--- config.mk ---
export PLATFORM = sky130hd
export DESIGN_NAME = re_name_multi
export DESIGN_NICKNAME = d
export VERILOG_FILES = /design/src/rtl/re_name_multi.sv
export SDC_FILE = /design/constraint.sdc
export NUM_CORES = 1
export LEC_CHECK = 0
export ABC_CLOCK_PERIOD_IN_PS = 7400
export CAP_MARGIN = 20
export CORE_MARGIN = 3
export CORE_UTILIZATION = 50
export CTS_CLUSTER_DIAMETER = 200
export DETAILED_ROUTE_END_ITERATION = 10
export DONT_BUFFER_PORTS = 1
export GPL_ROUTABILITY_DRIVEN = 0
export PLACE_DENSITY_LB_ADDON = 0.15
export SLEW_MARGIN = 5
export SYNTH_ARGS = -nofsm -noshare
export SYNTH_HDL_FRONTEND = slang
export SYNTH_SLANG_ARGS = --single-unit
--- constraint.sdc ---
create_clock -name clk_i -period 7.4 [get_ports clk_i]
set_input_delay 0.74 -clock clk_i [delete_from_list [all_inputs] [get_ports clk_i]]
set_output_delay 0.74 -clock clk_i [all_outputs]
set_load 0.1 [all_outputs]
--- src/rtl/re_name_multi.sv ---
// Register renamer: per-arch-register name counters and in-flight writer counts that turn
// 5-bit architectural operands into {name, arch} physical tags and stall when rd has no free name.
package re_name_multi_pkg;
  localparam int unsigned REG_ADDR_SIZE = 8;
  localparam int unsigned XLEN          = 32;
  localparam int unsigned TRANS_ID_BITS = 3;

  typedef enum logic [7:0] {
    OP_ADD      = 8'd0,
    OP_FADD     = 8'd1,
    OP_FMADD    = 8'd2,
    OP_FCVT_F2I = 8'd3,
    OP_FCVT_I2F = 8'd4
  } fu_op_t;

  typedef struct packed {
    logic [TRANS_ID_BITS-1:0] trans_id;
    fu_op_t                   op;
    logic [REG_ADDR_SIZE-1:0] rs1;
    logic [REG_ADDR_SIZE-1:0] rs2;
    logic [REG_ADDR_SIZE-1:0] rd;
    logic [XLEN-1:0]          result;
  } scoreboard_entry_t;

  function automatic logic is_rs1_fpr(input fu_op_t op);
    return op inside {OP_FADD, OP_FMADD, OP_FCVT_F2I};
  endfunction

  function automatic logic is_rs2_fpr(input fu_op_t op);
    return op inside {OP_FADD, OP_FMADD};
  endfunction

  // Third FP source (fmadd rs3) travels in the result field.
  function automatic logic is_imm_fpr(input fu_op_t op);
    return op == OP_FMADD;
  endfunction

  function automatic logic is_rd_fpr(input fu_op_t op);
    return op inside {OP_FADD, OP_FMADD, OP_FCVT_I2F};
  endfunction
endpackage

module re_name_multi
  import re_name_multi_pkg::*;
#(
  parameter int unsigned NAME_BITS       = 2,
  parameter int unsigned NR_COMMIT_PORTS = 2,
  parameter bit          EN_RENAME       = 1'b1
) (
  input  logic                              clk_i,
  input  logic                              rst_ni,
  input  logic                              clr_i,
  input  logic                              flush_i,
  input  logic                              flush_unissied_instr_i,
  input  scoreboard_entry_t                 issue_instr_i,
  input  logic                              issue_instr_valid_i,
  output logic                              issue_ack_o,
  output scoreboard_entry_t                 issue_instr_o,
  output logic                              issue_instr_valid_o,
  input  logic                              issue_ack_i,
  input  logic [NR_COMMIT_PORTS-1:0]        commit_valid_i,
  input  logic [NR_COMMIT_PORTS-1:0][4:0]   commit_rd_i,
  input  logic [NR_COMMIT_PORTS-1:0]        commit_fpr_i,
  output logic                              rename_stall_o
);

  localparam int unsigned NR_ARCH = 32;
  localparam int unsigned CNT_W   = $clog2(NR_COMMIT_PORTS + 1);

  typedef logic [NAME_BITS-1:0] name_t;

  name_t            name_q [2][NR_ARCH];
  name_t            name_d [2][NR_ARCH];
  name_t            infl_q [2][NR_ARCH];
  name_t            infl_d [2][NR_ARCH];
  logic [CNT_W-1:0] commit_cnt [2][NR_ARCH];

  logic       rd_fpr, rs1_fpr, rs2_fpr, imm_fpr, rd_x0;
  logic [4:0] rd_idx, rs1_idx, rs2_idx, res_idx;
  name_t      rs1_name, rs2_name, res_name, rd_name_nxt;
  logic       stall, fire, rename_fire, underflow;
  int         nxt;

  function automatic logic [REG_ADDR_SIZE-1:0] mk_tag(input name_t name, input logic [4:0] idx);
    return REG_ADDR_SIZE'({name, idx});
  endfunction

  // Operand decode and pre-rename name lookup.
  assign rd_fpr  = is_rd_fpr(issue_instr_i.op);
  assign rs1_fpr = is_rs1_fpr(issue_instr_i.op);
  assign rs2_fpr = is_rs2_fpr(issue_instr_i.op);
  assign imm_fpr = is_imm_fpr(issue_instr_i.op);
  assign rd_idx  = issue_instr_i.rd[4:0];
  assign rs1_idx = issue_instr_i.rs1[4:0];
  assign rs2_idx = issue_instr_i.rs2[4:0];
  assign res_idx = issue_instr_i.result[4:0];
  assign rd_x0   = ~rd_fpr & (rd_idx == 5'd0);

  assign rs1_name    = EN_RENAME ? name_q[rs1_fpr][rs1_idx] : '0;
  assign rs2_name    = EN_RENAME ? name_q[rs2_fpr][rs2_idx] : '0;
  assign res_name    = EN_RENAME ? name_q[1][res_idx]       : '0;
  assign rd_name_nxt = EN_RENAME ? name_t'(name_q[rd_fpr][rd_idx] + name_t'(1)) : '0;

  // Every name of rd is still owned by an in-flight writer.
  assign stall = EN_RENAME & issue_instr_valid_i & ~rd_x0 & (infl_q[rd_fpr][rd_idx] == '1);

  assign issue_instr_valid_o = issue_instr_valid_i & ~stall;
  assign issue_ack_o         = issue_ack_i & ~stall;
  assign rename_stall_o      = stall;

  assign fire        = issue_ack_i & ~stall & ~flush_unissied_instr_i;
  assign rename_fire = fire & ~rd_x0 & EN_RENAME;

  // Renamed entry: everything passes through except the register tags.
  always_comb begin
    issue_instr_o     = issue_instr_i;
    issue_instr_o.rs1 = mk_tag(rs1_name, rs1_idx);
    issue_instr_o.rs2 = mk_tag(rs2_name, rs2_idx);
    if (imm_fpr) begin
      issue_instr_o.result = XLEN'(mk_tag(res_name, res_idx));
    end
    issue_instr_o.rd = rd_x0 ? '0 : mk_tag(rd_name_nxt, rd_idx);
  end

  // Number of retiring writers per register this cycle; GPR x0 never counts.
  always_comb begin
    for (int f = 0; f < 2; f++) begin
      for (int r = 0; r < NR_ARCH; r++) begin
        commit_cnt[f][r] = '0;
      end
    end
    for (int p = 0; p < NR_COMMIT_PORTS; p++) begin
      if (commit_valid_i[p] && !(!commit_fpr_i[p] && commit_rd_i[p] == 5'd0)) begin
        commit_cnt[commit_fpr_i[p]][commit_rd_i[p]] =
          commit_cnt[commit_fpr_i[p]][commit_rd_i[p]] + CNT_W'(1);
      end
    end
  end

  // Next name / in-flight state; flush wipes everything including this cycle's updates.
  always_comb begin
    name_d    = name_q;
    infl_d    = infl_q;
    underflow = 1'b0;
    nxt       = 0;
    if (rename_fire) begin
      name_d[rd_fpr][rd_idx] = rd_name_nxt;
    end
    for (int f = 0; f < 2; f++) begin
      for (int r = 0; r < NR_ARCH; r++) begin
        nxt = int'(infl_q[f][r]) - int'(commit_cnt[f][r]);
        if (rename_fire && rd_fpr == 1'(f) && rd_idx == 5'(r)) begin
          nxt = nxt + 1;
        end
        if (nxt < 0) begin
          underflow    = 1'b1;
          infl_d[f][r] = '0;
        end else begin
          infl_d[f][r] = NAME_BITS'(nxt);
        end
      end
    end
    name_d[0][0] = '0;
    infl_d[0][0] = '0;
    if (flush_i || !EN_RENAME) begin
      name_d = '{default: '0};
      infl_d = '{default: '0};
    end
  end

  always_ff @(posedge clk_i or negedge rst_ni) begin
    if (!rst_ni) begin
      name_q <= '{default: '0};
      infl_q <= '{default: '0};
    end else if (clr_i) begin
      name_q <= '{default: '0};
      infl_q <= '{default: '0};
    end else begin
      name_q <= name_d;
      infl_q <= infl_d;
    end
  end

  // More retirements than outstanding writers means the commit stream is broken.
  a_no_underflow : assert property (@(posedge clk_i) disable iff (!rst_ni)
    (clr_i || flush_i || !underflow));

endmodule
==> impl_metrics.json, run 1 <==
{
  "grt_max_degree": 253,
  "cap_viol_max_count": 0,
  "cp_slowest_stage_delay_ns": 0.68,
  "leakage_nw": 8.22,
  "yosysSeqAreaShare_pct": 28.7,
  "setup_viol": 0,
  "crit_family": "simple AND/OR/NAND/NOR gates",
  "syn_area_per_cell_sq_um": 9.27,
  "rr_worst_depth": 10,
  "grt_pass1_vias": 18900,
  "initial_core_util_pct": 50.8,
  "insertion_delay_ns": 0.62,
  "r2r_end": "infl_q[3]",
  "cts.htree.levels": 1,
  "drtPass1Iterations": 7,
  "cts-root-buf": "clkbuf_16",
  "worstMarginPinSlew_ns": 1.18,
  "design_area_sq_um": 23100,
  "via_per_inst": 7.15,
  "syn2layout_area_growth_pct": 5.41,
  "power_density_nw_per_um2": 151,
  "drv_slew": 0,
  "critPathMaxFanout": 49,
  "start_kind": "input pin",
  "async_flop_share_pct": 100,
  "die_w_um": 215,
  "drt-initial-drc-count": 2406,
  "status": "completed",
  "synth_area_leaders": "dfrtp_1 (29%), mux4_2 (11%), fa_1 (5.7%)",
  "cts-buffers-inserted": 30,
  "cp_cell_sequence": "or3_4 > or3_4 > nor2_4 > buf_4 > a311o_1 > a31oi_1 > or4_1 > nor2_4 > buf_4 > nor2_1 > inv_1",
  "worstPathRequired_ns": 6.66,
  "avgRoutedWirePerCell_um": 28.9,
  "netlist_instances": 2367,
  "drtAntennaViolNets": 0,
  "die_h_um": 215,
  "fin_setup_tns_ns": 0,
  "antenna_found_initial": 1,
  "syn_area_sq_um": 21900,
  "max_freq_mhz": 180,
  "n_fill_cell": 3901,
  "skew_ns": 0.0320,
  "clk_pin_slew_worst_paths_ns": 0.06,
  "drc": 0,
  "yosys.area.top_type": "dfrtp_1",
  "synth_edf_count": 0,
  "nNetsFinal": 2407,
  "place_inst": 2742,
  "drive_above_1_share_pct": 15.0,
  "clkSinkCount": 252,
  "dieArea_sq_um": 46400,
  "vdd_drop_max_v": 0.000151,
  "cp.arrival_ns": 4.81,
  "rsz0062_at_grt": "no",
  "hold_path.class": "input pin to async pin",
  "finalCritPeriodShare_pct": 75.0,
  "final_cells": 2802,
  "period_minus_slack_ns": 5.55,
  "yosysWarnings": 0,
  "fin_hold_ws_ns": 0.0445,
  "vias": 20000,
  "portBuffers": 0,
  "synth_cell_types": 83,
  "path_class": "input pin to output port",
  "crit_buf_inv": 3,
  "dp_hpwl_mm": 54.4,
  "reg2reg_from": "infl_q[121]",
  "postSynthRegisterBits": 252,
  "grtUsageTotal_pct": 34.1,
  "slew_headroom_pct": 21.3,
  "hold_viol": 0,
  "core_sq_um": 43200,
  "rrSetupSlack_ns": 3.32,
  "crit_slowest_cell": "or4_1",
  "ys.flop_type": "dfrtp_1",
  "cts_buffer_depth": 3,
  "synth_top_area_share_pct": 28.7,
  "io_pins": 158,
  "rows": 76,
  "cts_tree": "yes",
  "placed_area_sq_um": 22000,
  "num_antenna_cells": 0,
  "end_kind": "output port",
  "routed_wl_mm": 81.0,
  "overflow": 0,
  "post_cts_buffers": 0,
  "grt_pass1_wl_mm": 122
}
cell usage in the layout, fill, tap and decap left out, drive strengths merged, types with 77 or more instances in the layout:
cell / n
nor2: 112
mux4: 111
nand3: 115
nand2: 256
inv: 135
o31ai: 101
o211ai: 118
o21ai: 77
dfrtp: 252
a21oi: 102
how the worst max path moves through the flow:
stage | to | startpoint | depth (start not counted)
after detailed placement | rename_stall_o | issue_instr_i[59] | 11
after floorplan | issue_instr_o[46] | issue_instr_i[59] | 13
after global placement | rename_stall_o | issue_instr_i[59] | 11
after CTS | rename_stall_o | issue_instr_i[59] | 11
final | rename_stall_o | issue_instr_i[59] | 11
after global routing | rename_stall_o | issue_instr_i[59] | 11
worst register-to-register path: stages (launching register included):
cell	delay, ns
dfrtp_1	0.40
nand3_1	0.08
o21ai_0	0.09
a32oi_1	0.26
mux2i_1	0.16
o211ai_1	0.35
a221o_1	0.57
nand3_2	0.75
buf_4	0.56
nor4_1	0.55
mux2i_1	0.24
sequential cells by signal, summed over array words and instances, names as in the netlist:
| register | flops |
|---|---|
| infl_q | 126 |
| name_q | 126 |
what timing repair did:
item / 4_1_cts / 5_1_grt
gates resized for setup: 0 / 0
hold buffers: 1 / 0
endpoints found under the hold margin: 252 / 0
kinds of logic after synthesis:
kind of cell | share of synthesized area [%]
AND/OR/NAND/NOR | 17.8
other | 0.0171
flip-flops | 28.7
buffers and inverters | 7.90
AO/OA/AOI/OAI | 20.8
XOR/XNOR | 0.918
adder cells (fa/ha/maj) | 9.34
multiplexers | 14.5
layout make-up:
class                           count  area (sq um)  share of cell area [%]
Clock inverter                     14           184                   0.795
Inverter                          135           507                    2.19
Multi-Input combinational cell   1722         14100                    60.9
Sequential cell                   252          6310                    27.3
Clock buffer                       42           866                    3.74
Timing Repair Buffer               52           457                    1.97
Tap cell                          585           732                    3.16
cells in the mapped netlist, types with 21 or more instances:
master and count:
nand2_1 254, dfrtp_1 252, clkbuf_1 150, inv_1 135, nand3_1 114, o211ai_1 114
mux4_2 111, nor2_1 111, a21oi_1 102, o31ai_1 101, o21ai_0 73, nor3_1 65
fa_1 63, ha_1 63, mux2i_1 59, o41ai_1 49, nor2b_1 41, a21boi_0 38
buf_2 38, buf_4 32, buf_1 29, and3_1 26, o311ai_0 25, a211oi_1 24
nor4_1 21, o22ai_1 21
power breakdown:
part,switching (W),internal [W]
clock network,0.000677,0.000924
logic,0.000393,0.000108
registers,0.00000362,0.00138
total,0.00107,0.00241
stage by stage:
step,total power (W),setup WS [ns],util (%)
5_1_grt,0.00358,1.76,53.6
3_3_place_gp,0.00186,1.99,51.0
3_5_place_dp,0.00187,1.92,51.0
6_report,0.00349,1.85,53.6
2_1_floorplan,0.00186,1.14,-
4_1_cts,0.00348,1.92,53.5
per-layer routing:
layer / share of wire [%] / wire, um / global-route usage, % / up-vias
met5: 0.021 / 17 / 0 / -
met4: 4.5 / 3670 / 13.2 / 2
met3: 12 / 9350 / 7.94 / 233
met2: 44 / 35700 / 51.7 / 1286
met1: 40 / 32300 / 47.9 / 10000
li1: - / - / - / 8504
No activity file was read; power rests on OpenSTA's default activity.
==> inputs of run 2 (changes only) <==
- ABC_CLOCK_PERIOD_IN_PS: 7400 -> 5800
- clock period: 7.4 -> 5.8 ns (I/O delays scaled with it)
==> impl_metrics.json, run 2 (same netlist as run 1, synthesis figures left out) <==
{
  "io_pins": 158,
  "core_sq_um": 43200,
  "crit_buf_inv": 1,
  "die_w_um": 215,
  "routed_wl_mm": 81.8,
  "die_h_um": 215,
  "grtUsageTotal_pct": 34.9,
  "drv_slew": 0,
  "crit_slowest_cell": "nor4_1",
  "drt-initial-drc-count": 2834,
  "mostFrequentLayoutCells": "nand2_1 (253), dfrtp_1 (252), inv_1 (135)",
  "portBuffers": 0,
  "leakage_nw": 8.39,
  "antenna_found_initial": 1,
  "avgRoutedWirePerCell_um": 29.0,
  "rows": 76,
  "nNetsFinal": 2428,
  "end_kind": "output port",
  "overflow": 0,
  "fin_setup_tns_ns": 0,
  "initial_core_util_pct": 50.8,
  "drc": 0,
  "dieArea_sq_um": 46400,
  "cap_viol_max_count": 0,
  "grt_pass1_vias": 19400,
  "hold_path.class": "input pin to async pin",
  "cp_cell_sequence": "or3_4 > or3_4 > nor2_4 > mux2_2 > o31a_1 > nor4_1 > nand2_1 > and3_1 > buf_12",
  "power_density_nw_per_um2": 197,
  "path_class": "input pin to output port",
  "status": "finished, violations left",
  "fin_hold_ws_ns": -0.265,
  "clk_pin_slew_worst_paths_ns": 0.05,
  "dp_hpwl_mm": 55.5,
  "slew_headroom_pct": 20.9,
  "post_cts_buffers": 0,
  "syn2layout_area_growth_pct": 6.64,
  "violations": "hold timing",
  "drtPass1Iterations": 6,
  "via_per_inst": 7.19,
  "cts-buffers-inserted": 35,
  "crit_family": "simple AND/OR/NAND/NOR gates",
  "insertion_delay_ns": 0.56,
  "skew_ns": 0.0300,
  "max_freq_mhz": 213,
  "crit_path_frequent_cell": "or3_4",
  "grt_pass1_wl_mm": 124,
  "period_minus_slack_ns": 4.70,
  "final_common_cell": "nand2_1",
  "rsz0062_at_grt": "no",
  "cts_resized": 0,
  "worstPathRequired_ns": 5.22,
  "vdd_drop_max_v": 0.000165,
  "finalCritPeriodShare_pct": 81.1,
  "worstMarginPinSlew_ns": 1.19,
  "n_fill_cell": 3929,
  "vias": 20300,
  "hold_viol": 252,
  "finalPower_w": 0.00462,
  "cp.arrival_ns": 4.12,
  "cp_slowest_stage_delay_ns": 0.76,
  "reg_top3": "infl_q x126, name_q x126",
  "critPathMaxFanout": 31,
  "setup_viol": 0,
  "drtAntennaViolNets": 0,
  "cts.htree.levels": 2,
  "drive_above_1_share_pct": 15.7,
  "grt_max_degree": 253,
  "cts_buffer_depth": 3,
  "clkSinkCount": 252,
  "cts-root-buf": "clkbuf_16",
  "cts_tree": "yes",
  "start_kind": "input pin"
}
run 2: cell count changes in the layout (fill, tap and decap cells not counted), sizes merged:
cell / previous run / this run
buf: 52 / 68
bufinv: 3 / 2
clkbuf: 42 / 53
clkinv: 7 / 6
clkinvlp: 4 / 0
diode: 0 / 2
run 2: cell type report:
| type | count | area, sq um | area share, % |
|---|---|---|---|
| diodes | 2 | 5.00 | 0.0214 |
| clock buffers | 53 | 1070 | 4.56 |
| clock inverters | 8 | 90.1 | 0.385 |
| inverters | 135 | 507 | 2.17 |
| multi-input cells | 1722 | 14100 | 60.2 |
| flip-flops and latches | 252 | 6310 | 26.9 |
| well taps | 585 | 732 | 3.13 |
| repair buffers | 68 | 614 | 2.63 |
run 2: routing by layer:
metal	global-route usage, %	up-vias	wire (um)
met5	0	-	0
met4	14.5	0	3950
met3	7.86	247	9770
li1	-	8564	-
met2	52.1	1395	35600
met1	49.3	10100	32500
run 2: worst paths after layout:
| check | start | to | slack (ns) | depth (start not counted) |
|---|---|---|---|---|
| worst max-delay path | issue_instr_i[59] | issue_ack_o | 1.10 | 9 |
| worst min-delay path | rst_ni | name_q[91] | -0.26 | 0 |
| worst max register to register | infl_q[121] | infl_q[92] | 2.00 | 9 |
| worst min register to register | name_q[97] | name_q[97] | 0.58 | 2 |
| max in group asynchronous | rst_ni | name_q[111] | 5.32 | 0 |
| min in group clk_i | issue_instr_i[36] | name_q[14] | 0.28 | 2 |
run 2: report_power, final:
group          internal [W]  total, W  switching, W
Clock               0.00135   0.00223      0.000880
Sequential          0.00176   0.00177    0.00000452
Combinational      0.000147  0.000618      0.000471
run 2: metrics by stage:
stage	hold WS (ns)	utilization [%]	area (sq um)	std cells	worst slack [ns]
floorplan	0.284	-	22000	2369	0.616
global placement	0.300	51.4	22200	2759	1.06
detailed placement	0.301	51.5	22200	2761	0.953
CTS	-0.283	54.1	23400	2822	1.05
global route	-0.274	54.2	23400	2824	1.06
finish	-0.265	54.2	23400	2825	1.10
